**config.mk**
```make
export PLATFORM = sky130hd
export DESIGN_NAME = if_id_stage
export DESIGN_NICKNAME = d
export VERILOG_FILES = /design/src/rtl/processor_pkg.sv /design/src/rtl/if_id_stage.sv
export SDC_FILE = /design/constraint.sdc
export NUM_CORES = 1
export LEC_CHECK = 0
export CAP_MARGIN = 5
export CELL_PAD_IN_SITES_DETAIL_PLACEMENT = 1
export CELL_PAD_IN_SITES_GLOBAL_PLACEMENT = 1
export CORE_ASPECT_RATIO = 0.7
export CORE_MARGIN = 10
export CORE_UTILIZATION = 30
export CTS_CLUSTER_DIAMETER = 200
export DETAILED_ROUTE_END_ITERATION = 10
export GPL_TIMING_DRIVEN = 0
export PLACE_DENSITY_LB_ADDON = 0.1
export SLEW_MARGIN = 20
export SYNTH_ARGS = -nofsm -noshare
export SYNTH_HDL_FRONTEND = slang
export SYNTH_SLANG_ARGS = --single-unit
```
**constraint.sdc**
```tcl
create_clock -name clk -period 1.8 [get_ports clk]
set_input_delay 0.36 -clock clk [delete_from_list [all_inputs] [get_ports clk]]
set_output_delay 0.36 -clock clk [all_outputs]
set_load 0.02 [all_outputs]
```
**src/rtl/processor_pkg.sv**
```systemverilog
// Shared processor definitions used by the fetch/decode boundary and the decoder.
//   OPCODE_MSB/OPCODE_LSB : position of the 5-bit opcode field in a 16-bit word
//   DEFAULT_NOP_WORD      : word presented to decode when nothing is valid
//   DEFAULT_IMM_MASK      : bit i set => opcode i is followed by an immediate word
//   if_id_state_e         : instruction-assembly state of the IF/ID register
//   is_imm_opcode()       : tells whether a word's opcode takes an immediate
package processor_pkg;

  localparam int OPCODE_MSB = 15;
  localparam int OPCODE_LSB = 11;

  localparam logic [15:0] DEFAULT_NOP_WORD = 16'h0000;
  localparam logic [31:0] DEFAULT_IMM_MASK = 32'h0000_0080;

  typedef enum logic {
    EXPECT_OP = 1'b0,
    WAIT_IMM  = 1'b1
  } if_id_state_e;

  function automatic logic is_imm_opcode(input logic [31:0] mask, input logic [15:0] word);
    return mask[word[OPCODE_MSB:OPCODE_LSB]];
  endfunction

endpackage

```
**src/rtl/if_id_stage.sv**
```systemverilog
// IF/ID pipeline register. Pairs opcodes that need an immediate with the
// following fetch word and presents decode one complete instruction.
// Ports:
//   clk, rst          : clock, synchronous active-high reset
//   stall             : hold every register, consume no input
//   flush             : drop in-flight/half-assembled contents (beats stall)
//   in_valid/in_word  : fetch word and its valid
//   in_pc/in_next_pc  : address of in_word and the address after it
//   out_valid, out_instruction, out_immediate, out_has_imm,
//   out_pc, out_next_pc : registered instruction bundle to decode
//   imm_pending       : an opcode is waiting for its immediate word
module if_id_stage
  import processor_pkg::*;
#(
  parameter logic [31:0] IMM_MASK = DEFAULT_IMM_MASK,
  parameter logic [15:0] NOP_WORD = DEFAULT_NOP_WORD
) (
  input  logic        clk,
  input  logic        rst,
  input  logic        stall,
  input  logic        flush,
  input  logic        in_valid,
  input  logic [15:0] in_word,
  input  logic [31:0] in_pc,
  input  logic [31:0] in_next_pc,
  output logic        out_valid,
  output logic [15:0] out_instruction,
  output logic [15:0] out_immediate,
  output logic        out_has_imm,
  output logic [31:0] out_pc,
  output logic [31:0] out_next_pc,
  output logic        imm_pending
);

  if_id_state_e state_q, state_d;
  logic [15:0]  held_word_q, held_word_d;
  logic [31:0]  held_pc_q, held_pc_d;
  logic         out_valid_q, out_valid_d;
  logic [15:0]  out_instruction_q, out_instruction_d;
  logic [15:0]  out_immediate_q, out_immediate_d;
  logic         out_has_imm_q, out_has_imm_d;
  logic [31:0]  out_pc_q, out_pc_d;
  logic [31:0]  out_next_pc_q, out_next_pc_d;

  always_comb begin
    state_d           = state_q;
    held_word_d       = held_word_q;
    held_pc_d         = held_pc_q;
    out_valid_d       = out_valid_q;
    out_instruction_d = out_instruction_q;
    out_immediate_d   = out_immediate_q;
    out_has_imm_d     = out_has_imm_q;
    out_pc_d          = out_pc_q;
    out_next_pc_d     = out_next_pc_q;

    if (flush) begin
      state_d           = EXPECT_OP;
      held_word_d       = '0;
      held_pc_d         = '0;
      out_valid_d       = 1'b0;
      out_instruction_d = NOP_WORD;
      out_immediate_d   = '0;
      out_has_imm_d     = 1'b0;
      out_pc_d          = '0;
      out_next_pc_d     = '0;
    end else if (!stall) begin
      // Bubble unless one of the emit paths below fires.
      out_valid_d       = 1'b0;
      out_instruction_d = NOP_WORD;
      unique case (state_q)
        EXPECT_OP: begin
          if (in_valid) begin
            if (is_imm_opcode(IMM_MASK, in_word)) begin
              state_d     = WAIT_IMM;
              held_word_d = in_word;
              held_pc_d   = in_pc;
            end else begin
              out_valid_d       = 1'b1;
              out_instruction_d = in_word;
              out_immediate_d   = '0;
              out_has_imm_d     = 1'b0;
              out_pc_d          = in_pc;
              out_next_pc_d     = in_next_pc;
            end
          end
        end
        WAIT_IMM: begin
          // The word here is data, never opcode-decoded.
          if (in_valid) begin
            state_d           = EXPECT_OP;
            out_valid_d       = 1'b1;
            out_instruction_d = held_word_q;
            out_immediate_d   = in_word;
            out_has_imm_d     = 1'b1;
            out_pc_d          = held_pc_q;
            out_next_pc_d     = in_next_pc;
          end
        end
        default: state_d = EXPECT_OP;
      endcase
    end
  end

  always_ff @(posedge clk) begin
    if (rst) begin
      state_q           <= EXPECT_OP;
      held_word_q       <= '0;
      held_pc_q         <= '0;
      out_valid_q       <= 1'b0;
      out_instruction_q <= NOP_WORD;
      out_immediate_q   <= '0;
      out_has_imm_q     <= 1'b0;
      out_pc_q          <= '0;
      out_next_pc_q     <= '0;
    end else begin
      state_q           <= state_d;
      held_word_q       <= held_word_d;
      held_pc_q         <= held_pc_d;
      out_valid_q       <= out_valid_d;
      out_instruction_q <= out_instruction_d;
      out_immediate_q   <= out_immediate_d;
      out_has_imm_q     <= out_has_imm_d;
      out_pc_q          <= out_pc_d;
      out_next_pc_q     <= out_next_pc_d;
    end
  end

  assign out_valid       = out_valid_q;
  assign out_instruction = out_instruction_q;
  assign out_immediate   = out_immediate_q;
  assign out_has_imm     = out_has_imm_q;
  assign out_pc          = out_pc_q;
  assign out_next_pc     = out_next_pc_q;
  assign imm_pending     = (state_q == WAIT_IMM);

endmodule

```
* Word-level counts from Yosys, hierarchy flattened
Memory sizes are Yosys's and may differ from the RTL's.
Index checks and enable logic that the tools add are counted.
** Operators by class
- Magnitude comparators :: 1
- Eq/ne operators :: 3
- Reduce and logical (&&, ||, !) cells :: 3
- Multiplexer cells :: 29
- Bitwise operators :: 2
** Operators with widths (number)
- $mux W32 :: 6
- $pmux W32 S2 :: 2
- $mux W16 :: 6
- $pmux W16 S2 :: 2
- $mux W1 :: 10
- $reduce_and A4 Y1 :: 2
- $lt A5 B6 Y1 const B :: 1
- $ne A2 B2 Y1 const B :: 3
- $pmux W1 S2 :: 3
- $not A1 Y1 :: 2
- $reduce_or A2 Y1 :: 1
** Storage, ports and cells
- Word-level logic and storage cells :: 48
- Memories :: 1
- Flip-flop bits (word level) :: 147
- ROM bits :: 32
** Memory list
- (no name shown) :: words 32, width 1, rd ports 1, clocked after memory_dff 0, write ports 0, RTL line processor_pkg.sv:21 : return mask[word[OPCODE_MSB:OPCODE_LSB]];

* Depth between registers and ports, before layout
Gate-level depths: netlist (run 1).
- Depth after elaboration :: 5
- Gate-level depth with buffers :: 7
- Gate-level depth less buffers :: 3

* Worst setup path before layout (run 1)
Ideal clock, no wire load.
- Path kind :: register -> register
- Start :: register state_q, in the netlist imm_pending
- End :: register out_immediate_q[10], in the netlist out_immediate[10]
- Required time :: 1.725 ns
- Setup time :: 0.075 ns
- Path buffers :: 4
- Stages on the path, launching flop included :: 7
- Slack :: 0.207 ns
- Data arrival time :: 1.519 ns
- Path through :: dfxtp_1 buf_2 buf_4 buf_2 nand2_1 clkbuf_1 o22ai_1
** On the way
- Longest elaborated chain between the ends :: 3
- Elaborated cells on any way between the ends :: 6
** Ends and longest elaborated chain
- start, declared :: RTL line if_id_stage.sv:35 : if_id_state_e state_q, state_d;
- start signal, assigned :: RTL line if_id_stage.sv:116 : state_q <= state_d;
- $not A1 Y1 (no source line)
- $ne A2 B2 Y1 (no source line)
- $reduce_and A4 Y1 (no source line)
- end signal, assigned :: RTL line if_id_stage.sv:121 : out_immediate_q <= out_immediate_d;
- end, declared :: RTL line if_id_stage.sv:40 : logic [15:0] out_immediate_q, out_immediate_d;
Several ways; a longest one is shown, not always the timed one.
A chain may end at the register's enable or synchronous reset.

* Worst setup path in the final report (run 1)
- Start :: register state_q, in the netlist imm_pending
- End :: output port imm_pending
** RTL lines
- end, declared :: RTL line if_id_stage.sv:32 : output logic imm_pending
No word-level cell between the ends.

==> results.ini, run 1 <==
[global_routing]
antenna_found_initial=2
grt_use_total=0.1666
grt_max_degree=17
grt_pass1_wl_mm=35.24
grt_pass1_vias=6213
grt_overflow_total=0

[power_and_ir_drop]
power_density_nw_per_um2=864.7
leakage_nw=4.027
internal-power_mw=6.063
fin_total_pwr_mw=7.994
switching_share=0.2415
p_comb_frac=0.102
vdd_drop_max_v=0.0004811
seqPwrFrac=0.416
p_switching_mw=1.931
power_frac_clock=0.482

[synth]
synth.distinct_cells=30
synth.ff_latch_count=147
synth_nets=767
yosys.area.top_type_share=0.4733
syn_avg_cell_area_um2=9.116
yosysSeqAreaShare=0.4733
synth.area.top_cells=dfxtp_1 (47%), mux2i_1 (17%), nand2_1 (14%)
syn_area_um2=6217
syn_inst=682
ys_warn_count=0
synth_area_leader_cell=dfxtp_1

[clocking]
clk_latency_ps=420
root_buffer=clkbuf_16
cts.hold.buffers_added=0
htree_levels=4
cts.sinks=147
numCtsBuffers=17
clockBufferDepth=2
path_clk_slew_ps=60
cts_tree=built

[timing]
slew_viol_final=0
post-route-period-util=0.9807
min_period_ps=1765
finalSetupViolCount=0
whs_ps=354.0
maxSlewHeadroom=0.5482
worst_pin_slew_ps=677.7
finalClockSkew_ps=8.429
fmax_mhz=566.5
worst_slack_ps=34.67
hold_viol_final=0
fin_setup_tns_ps=0

[die]
row_count=43
pin_count=184
core_area_um2=20070
die_x_um=192.1
die-area_um2=26970
initial_utilization=0.3098
die-height_um=140.4

[setup_path]
path_cells=clkdlybuf4s50_1
path_max_fanout=2
startpoint=imm_pending
cp_data_arrival_time_ps=1410
slowest_delay_ps=660
crit_buf_inv=1
critPathCaptureType=primary output
start_kind=flop
reg2reg_slack_ps=100
path_delay_family=buffers and inverters
cp.required_ps=1440
worstReg2RegStart=imm_pending
path_class=reg -> out
slowest_stage=clkdlybuf4s50_1

[placed_design]
dp_hpwl_mm=17.20
dp_slack_ps=-1065
place_inst=1134
post_dp_cell_area_um2=8377
gp_congestion=0.7826
port_buffers=182

[layout]
syn2layout_area_growth_pct=48.70
nets=976
multi_input_area_um2=2965
fin_cells=1175
register_area_um2=2943
post-route-util=0.4607
final_cell_area_um2=9245
fillCellCount=2281
drive_above_1_share=0.1427

[worst_hold_path]
worstHoldPathType=in -> reg
min_from=in_valid

[outcome]
outcome=complete, no violations

[flow_run]
drv_cap=0

[detailed_routing]
wire_per_inst_um=19.25
drt_first_pass_iters=4
drc=0
ant_nets=0
drt_wl_total_mm=22.61
drt_iter0_markers=223
viasPerCell=4.816
vias=5659

cells in the final DEF, fill, tap and decap left out, types with 2 or more instances in the layout:
cell type and n:
inv_6 2, clkdlybuf4s50_1 148, mux2i_1 107, clkinvlp_4 4, o22ai_1 16, buf_2 9, buf_4 14, a221oi_1 14
clkbuf_16 17, buf_6 6, clkbuf_2 20, clkbuf_1 12, nand2_1 237, clkbuf_4 8, inv_1 14, a21oi_1 17
clkinv_2 2, nor2_1 2, dlygate4sd2_1 3, o21a_1 3, dlymetal6s2s_1 31, and3_1 2, bufinv_16 4, o2111ai_1 14
dfxtp_1 147, mux2_2 34, a22oi_1 2
cells by family (layout without fill, tap and decap cells):
group / Yosys count / after routing / share of synthesized area
AO/OA/AOI/OAI: 69 / 69 / 0.08130
buffers and inverters: 74 / 296 / 0.05273
flip-flops: 147 / 147 / 0.4733
multiplexers: 141 / 141 / 0.2339
other: 0 / 1 / 0
AND/OR/NAND/NOR: 251 / 251 / 0.1588
power by group through the flow:
stage | clock network, mW | registers (mW) | logic [mW]
finish | 3.85 | 3.33 | 0.814
detailed placement | 0 | 3.40 | 0.800
global placement | 0 | 3.40 | 0.782
global route | 4.09 | 3.33 | 0.884
CTS | 3.90 | 3.33 | 0.818
floorplan | 0 | 3.45 | 0.315
worst paths after layout:
kind / depth (start not counted) / endpoint
setup / recovery: 1 / imm_pending
hold / removal: 3 / out_instruction[1]
setup reg to reg: 6 / out_pc[22]
hold reg to reg: 2 / out_next_pc[3]
per-layer routing:
layer,vias to the layer above,GRT usage,share of wire
met1,2765,0.2088,0.46
met4,2,0.04150,0.010
li1,2734,-,-
met3,20,0.06448,0.080
met5,-,0,0.00057
met2,138,0.2619,0.45
state kept, by name (all words and copies together), names as in the netlist:
register,cells
held_pc_q,32
held_word_q,16
imm_pending,1
out_has_imm,1
out_immediate,16
out_instruction,16
out_next_pc,32
out_pc,32
out_valid,1
cell type report:
| cell class | instances | area share |
|---|---|---|
| Buffer | 58 | 0.03762 |
| Timing Repair Buffer | 191 | 0.2123 |
| Multi-Input combinational cell | 461 | 0.3207 |
| Antenna cell | 1 | 0.0002707 |
| Clock buffer | 20 | 0.04832 |
| Inverter | 15 | 0.006496 |
| Tap cell | 270 | 0.03654 |
| Sequential cell | 147 | 0.3183 |
| Clock inverter | 12 | 0.01935 |
synth_stat cells:
library cell / n
a21oi_1: 17
a221oi_1: 14
a22oi_1: 2
and2_0: 1
and3_1: 2
buf_1: 2
buf_2: 15
buf_4: 4
buf_6: 2
clkbuf_1: 35
clkbuf_2: 1
dfxtp_1: 147
inv_1: 15
mux2_2: 34
mux2i_1: 107
nand2_1: 238
nand2b_1: 1
nand4b_4: 1
nor2_1: 3
nor2b_1: 1
nor3b_1: 1
nor4_1: 1
o2111ai_1: 14
o211ai_1: 1
o21a_1: 3
o22ai_1: 16
o31a_1: 1
o31ai_4: 1
or2_2: 1
or4_1: 1
timing repair:
action	CTS	global route
endpoints found under the setup margin	138	134
buffers inserted	4	5
pin swaps	2	0
resized for setup	31	62
gates cloned	0	0
No activity file was read; power rests on OpenSTA's default activity.
==> inputs of run 2 (changes only) <==
GPL_TIMING_DRIVEN = not set   (was 0)
==> results.ini, run 2 (synthesis gave the netlist of run 1 again) <==
[setup_path]
start_kind=flop
path_class=reg -> out
crit_buf_inv=1  ; unchanged
path_cells=clkdlybuf4s50_1
slowest_stage=clkdlybuf4s50_1
path_max_fanout=2  ; unchanged
cp.required_ps=1440  ; about the same
critPathCaptureType=primary output
slowest_delay_ps=650  ; about the same
cp_data_arrival_time_ps=1390  ; -20 ps
path_delay_family=buffers and inverters

[timing]
finalClockSkew_ps=8.519  ; +0.09054 ps
min_period_ps=1751  ; -14.58 ps
worst_pin_slew_ps=561.5  ; -116.2 ps
rsz0062_at_grt=false
hold_viol_final=0  ; unchanged
fmax_mhz=571.2  ; +0.83%
finalSetupViolCount=0  ; unchanged
maxSlewHeadroom=0.6252  ; +0.07703
post-route-period-util=0.9726  ; -0.008103
slew_viol_final=0  ; unchanged

[clocking]
root_buffer=clkbuf_16
clk_latency_ps=410  ; about the same
numCtsBuffers=17  ; unchanged
cts.hold.buffers_added=0  ; unchanged
htree_levels=4  ; unchanged
clockBufferDepth=2  ; unchanged
path_clk_slew_ps=60  ; about the same
cts_tree=built
cts.sinks=147  ; unchanged

[layout]
register_area_um2=2944  ; about the same
syn2layout_area_growth_pct=49.57
fillCellCount=2215  ; -2.9%
nets=959  ; -1.7%
multi_input_area_um2=2973  ; +0.25%
final_common_cell=nand2_1
drive_above_1_share=0.1364  ; -0.006284
fin_cells=1159  ; -1.4%
layout_common_cells=nand2_1 (238), clkdlybuf4s50_1 (157), dfxtp_1 (146)
post-route-util=0.4634  ; +0.002681

[global_routing]
antenna_found_initial=2  ; unchanged
grt_pass1_vias=6121  ; -1.5%
grt_max_degree=34  ; +17
grt_pass1_wl_mm=32.54  ; -7.7%
grt_use_total=0.1506  ; -0.01596
gr-usage-met3=0.06622  ; +0.001736
gr-usage-met2=0.2461  ; -0.01579
grt_overflow_total=0  ; unchanged
use_met1=0.1730  ; -0.03581
top_usage_layer=met2

[flow_run]
drv_cap=0  ; unchanged

[die]
core_area_um2=20070  ; unchanged
row_count=43  ; unchanged
die-height_um=140.4  ; unchanged
die-area_um2=26970  ; unchanged
pin_count=184  ; unchanged
die_x_um=192.1  ; unchanged
initial_utilization=0.3098  ; unchanged

[placed_design]
place_inst=1125  ; -0.79%
port_buffers=183  ; +0.55%
gp_congestion=0.7727  ; -1.3%
dp_hpwl_mm=15.29  ; -11%

[detailed_routing]
drt_wl_total_mm=20.59  ; -9.0%
viasPerCell=4.707  ; -2.3%
ant_nets=0  ; unchanged
wire_per_inst_um=17.76  ; -7.7%
drc=0  ; unchanged
drt_first_pass_iters=4  ; unchanged
vias=5455  ; -3.6%
drt_iter0_markers=177  ; -21%

[outcome]
outcome=complete, no violations

[worst_hold_path]
worstHoldPathType=reg -> reg

[power_and_ir_drop]
power_density_nw_per_um2=837.7  ; -3.1%
leakage_nw=3.863  ; -4.1%
vdd_drop_max_v=0.0004384  ; -8.9%

## run 2: per-layer routing
| metal | part of all wire | vias up |
|---|---|---|
| met3 | 0.085 | 20 |
| met4 | 0.013 | 2 |
| met5 | 0.00063 | - |
| met1 | 0.44 | 2616 |
| li1 | - | 2696 |
| met2 | 0.47 | 121 |
## run 2: per-stage QoR
stage / TNS [ps] / total power [mW] / setup slack [ps] / hold slack, ps / area [um2]
2_1_floorplan: 0 / 3.768 / 206.6 / 431.3 / 6217
3_3_place_gp: -24450 / 4.211 / -261.0 / 438.4 / 8625
3_5_place_dp: -32340 / 4.233 / -343.3 / 451.5 / 8625
4_1_cts: 0 / 7.924 / 2.576 / 461.1 / 9225
5_1_grt: 0 / 8.138 / 1.383 / 475.4 / 9296
6_report: 0 / 7.790 / 49.26 / 451.6 / 9299
## run 2: where the power goes
| group | total [mW] | switching [mW] | leakage, nW | internal [mW] |
|---|---|---|---|---|
| clock | 3.64 | 1.42 | 0.274 | 2.22 |
| sequential | 3.33 | 0.0264 | 1.19 | 3.30 |
| combinational | 0.825 | 0.394 | 2.40 | 0.430 |
| total | 7.79 | 1.84 | 3.86 | 5.95 |
## run 2: cell type report
class | instances | share of cell area
multi-input cells | 461 | 0.3197
flip-flops and latches | 147 | 0.3166
repair buffers | 232 | 0.2558
clock buffers | 20 | 0.04804
well taps | 270 | 0.03633
clock inverters | 12 | 0.01695
inverters | 15 | 0.006055
diodes | 2 | 0.0005382
## run 2: final timing paths
check,slack (ps),start,depth (start not counted),to
setup / recovery,50,out_immediate[2],1,out_immediate[2]
hold / removal,450,out_next_pc[27],2,out_next_pc[27]
setup reg to reg,180,imm_pending,4,out_pc[15]
hold reg to reg,450,out_next_pc[27],2,out_next_pc[27]
## run 2: what timing repair did
item                       CTS  global route
setup endpoints to repair    3            25
buffers inserted             0             0
gates resized for setup      3            25
==> inputs of run 3 (changes only) <==
PLACE_DENSITY = 0.75   (was not set)
PLACE_DENSITY_LB_ADDON = not set   (was 0.1)
==> results.ini, run 3 (synthesis gave the netlist of run 1 again) <==
[setup_path]
cp_data_arrival_time_ps=1400  ; about the same
start_kind=flop
critPathCaptureType=primary output
slowest_delay_ps=620  ; -30 ps
path_cells=clkdlybuf4s50_1
path_delay_family=buffers and inverters
path_max_fanout=2  ; unchanged
slowest_stage=clkdlybuf4s50_1
path_class=reg -> out
cp.required_ps=1440  ; about the same
crit_buf_inv=1  ; unchanged

[layout]
final_cell_area_um2=9288  ; -0.12%
multi_input_area_um2=2962  ; -0.38%
layout_common_cells=nand2_1 (238), clkdlybuf4s50_1 (149), dfxtp_1 (146)
syn2layout_area_growth_pct=49.39
post-route-util=0.4628  ; -0.0005620
drive_above_1_share=0.1335  ; -0.002931
fillCellCount=2244  ; +1.3%
nets=957  ; -0.21%
register_area_um2=2944  ; unchanged
final_common_cell=nand2_1

[power_and_ir_drop]
fin_total_pwr_mw=7.589  ; -2.6%
vdd_drop_max_v=0.0004585  ; +4.6%
leakage_nw=3.914  ; +1.3%
power_density_nw_per_um2=817.1  ; -2.5%

[clocking]
path_clk_slew_ps=60  ; about the same
cts.hold.buffers_added=0  ; unchanged
cts_setup_buffers=0  ; unchanged
htree_levels=4  ; unchanged
clockBufferDepth=2  ; unchanged
root_buffer=clkbuf_16
clk_latency_ps=430  ; +20 ps
cts_tree=built
cts.sinks=147  ; unchanged
numCtsBuffers=17  ; unchanged

[die]
die-area_um2=26970  ; unchanged
initial_utilization=0.3098  ; unchanged
core_area_um2=20070  ; unchanged
die-height_um=140.4  ; unchanged
pin_count=184  ; unchanged
row_count=43  ; unchanged
die_x_um=192.1  ; unchanged

[detailed_routing]
viasPerCell=4.668  ; -0.82%
drc=0  ; unchanged
drt_iter0_markers=168  ; -5.1%
ant_nets=0  ; unchanged
wire_per_inst_um=17.24  ; -2.9%
drt_wl_total_mm=19.95  ; -3.1%
drt_first_pass_iters=4  ; unchanged
vias=5401  ; -0.99%

[timing]
min_period_ps=1755  ; +4.561 ps
maxSlewHeadroom=0.6413  ; +0.01611
post-route-period-util=0.9752  ; +0.002534
finalSetupViolCount=0  ; unchanged
rsz0062_at_grt=false
finalClockSkew_ps=9.974  ; +1.454 ps
hold_viol_final=0  ; unchanged
fin_setup_tns_ps=0  ; unchanged
whs_ps=456.9  ; +5.255 ps
slew_viol_final=0  ; unchanged
fmax_mhz=569.7  ; -0.26%
worst_pin_slew_ps=537.4  ; -24.13 ps

[global_routing]
grt_use_total=0.1443  ; -0.006338
grt_max_degree=39  ; +15%
grt_pass1_wl_mm=30.94  ; -4.9%
grt_overflow_total=0  ; unchanged
grt_pass1_vias=5591  ; -8.7%
antenna_found_initial=2  ; unchanged

[flow_run]
drv_cap=0  ; unchanged

[placed_design]
port_buffers=183  ; unchanged
post_dp_cell_area_um2=8672  ; +0.55%
gp_congestion=0.7683  ; -0.57%
dp_hpwl_mm=14.67  ; -4.0%

[outcome]
outcome=complete, no violations

[worst_hold_path]
worstHoldPathType=reg -> reg

[run 3: cell types whose count changed in the layout (fill, tap and decap cells not counted), moves of 2 or more]
| cell | change |
|---|---|
| bufinv_16 | -2 |
| clkdlybuf4s50_1 | -8 |
| clkinvlp_4 | -4 |
| buf_12 | +5 |
| clkinv_2 | +2 |
| dlygate4sd2_1 | +7 |
| inv_6 | +3 |
| buf_4 | -7 |
[run 3: metrics by stage]
| stage | instances | setup slack [ps] |
|---|---|---|
| finish | 1157 | 44.70 |
| global route | 1154 | 0.4879 |
| CTS | 1154 | 0.9319 |
| detailed placement | 1123 | -259.8 |
| global placement | 1123 | -220.9 |
| floorplan | 682 | 206.6 |
[run 3: power by group]
part	internal [mW]	switching [mW]	total, mW
Combinational	0.437	0.391	0.828
Sequential	3.30	0.0249	3.33
Clock	1.98	1.46	3.43
[run 3: cell type report]
class                   instances  share of cell area
clock buffers                  20             0.04917
clock inverters                11             0.01118
well taps                     270             0.03637
diodes                          3           0.0008083
inverters                      15            0.006062
multi-input cells             461              0.3189
flip-flops and latches        147              0.3170
repair buffers                230              0.2605
[run 3: worst paths after layout]
check	start	to	slack (ps)	cells past startpoint
worst max-delay path	out_instruction[5]	out_instruction[5]	40	1
worst min-delay path	out_next_pc[9]	out_next_pc[9]	460	2
worst max register to register	imm_pending	out_instruction[15]	210	4
worst min register to register	out_next_pc[9]	out_next_pc[9]	460	2
[run 3: layer usage]
layer	track usage	vias to the layer above	share of wire
met3	0.07788	19	0.10
met4	0.04068	2	0.0097
met2	0.2206	134	0.44
met5	0	-	0.00060
li1	-	2696	-
met1	0.1711	2550	0.45
[run 3: tightest hold or removal path: stages (launching register included)]
cell	delay (ps)
dfxtp_1	310
nand2_1	50
mux2i_1	50
[run 3: timing repair]
item / 4_1_cts / 5_1_grt
resized for setup: 10 / 24
hold endpoints to repair: 0 / 0
endpoints found under the setup margin: 10 / 24
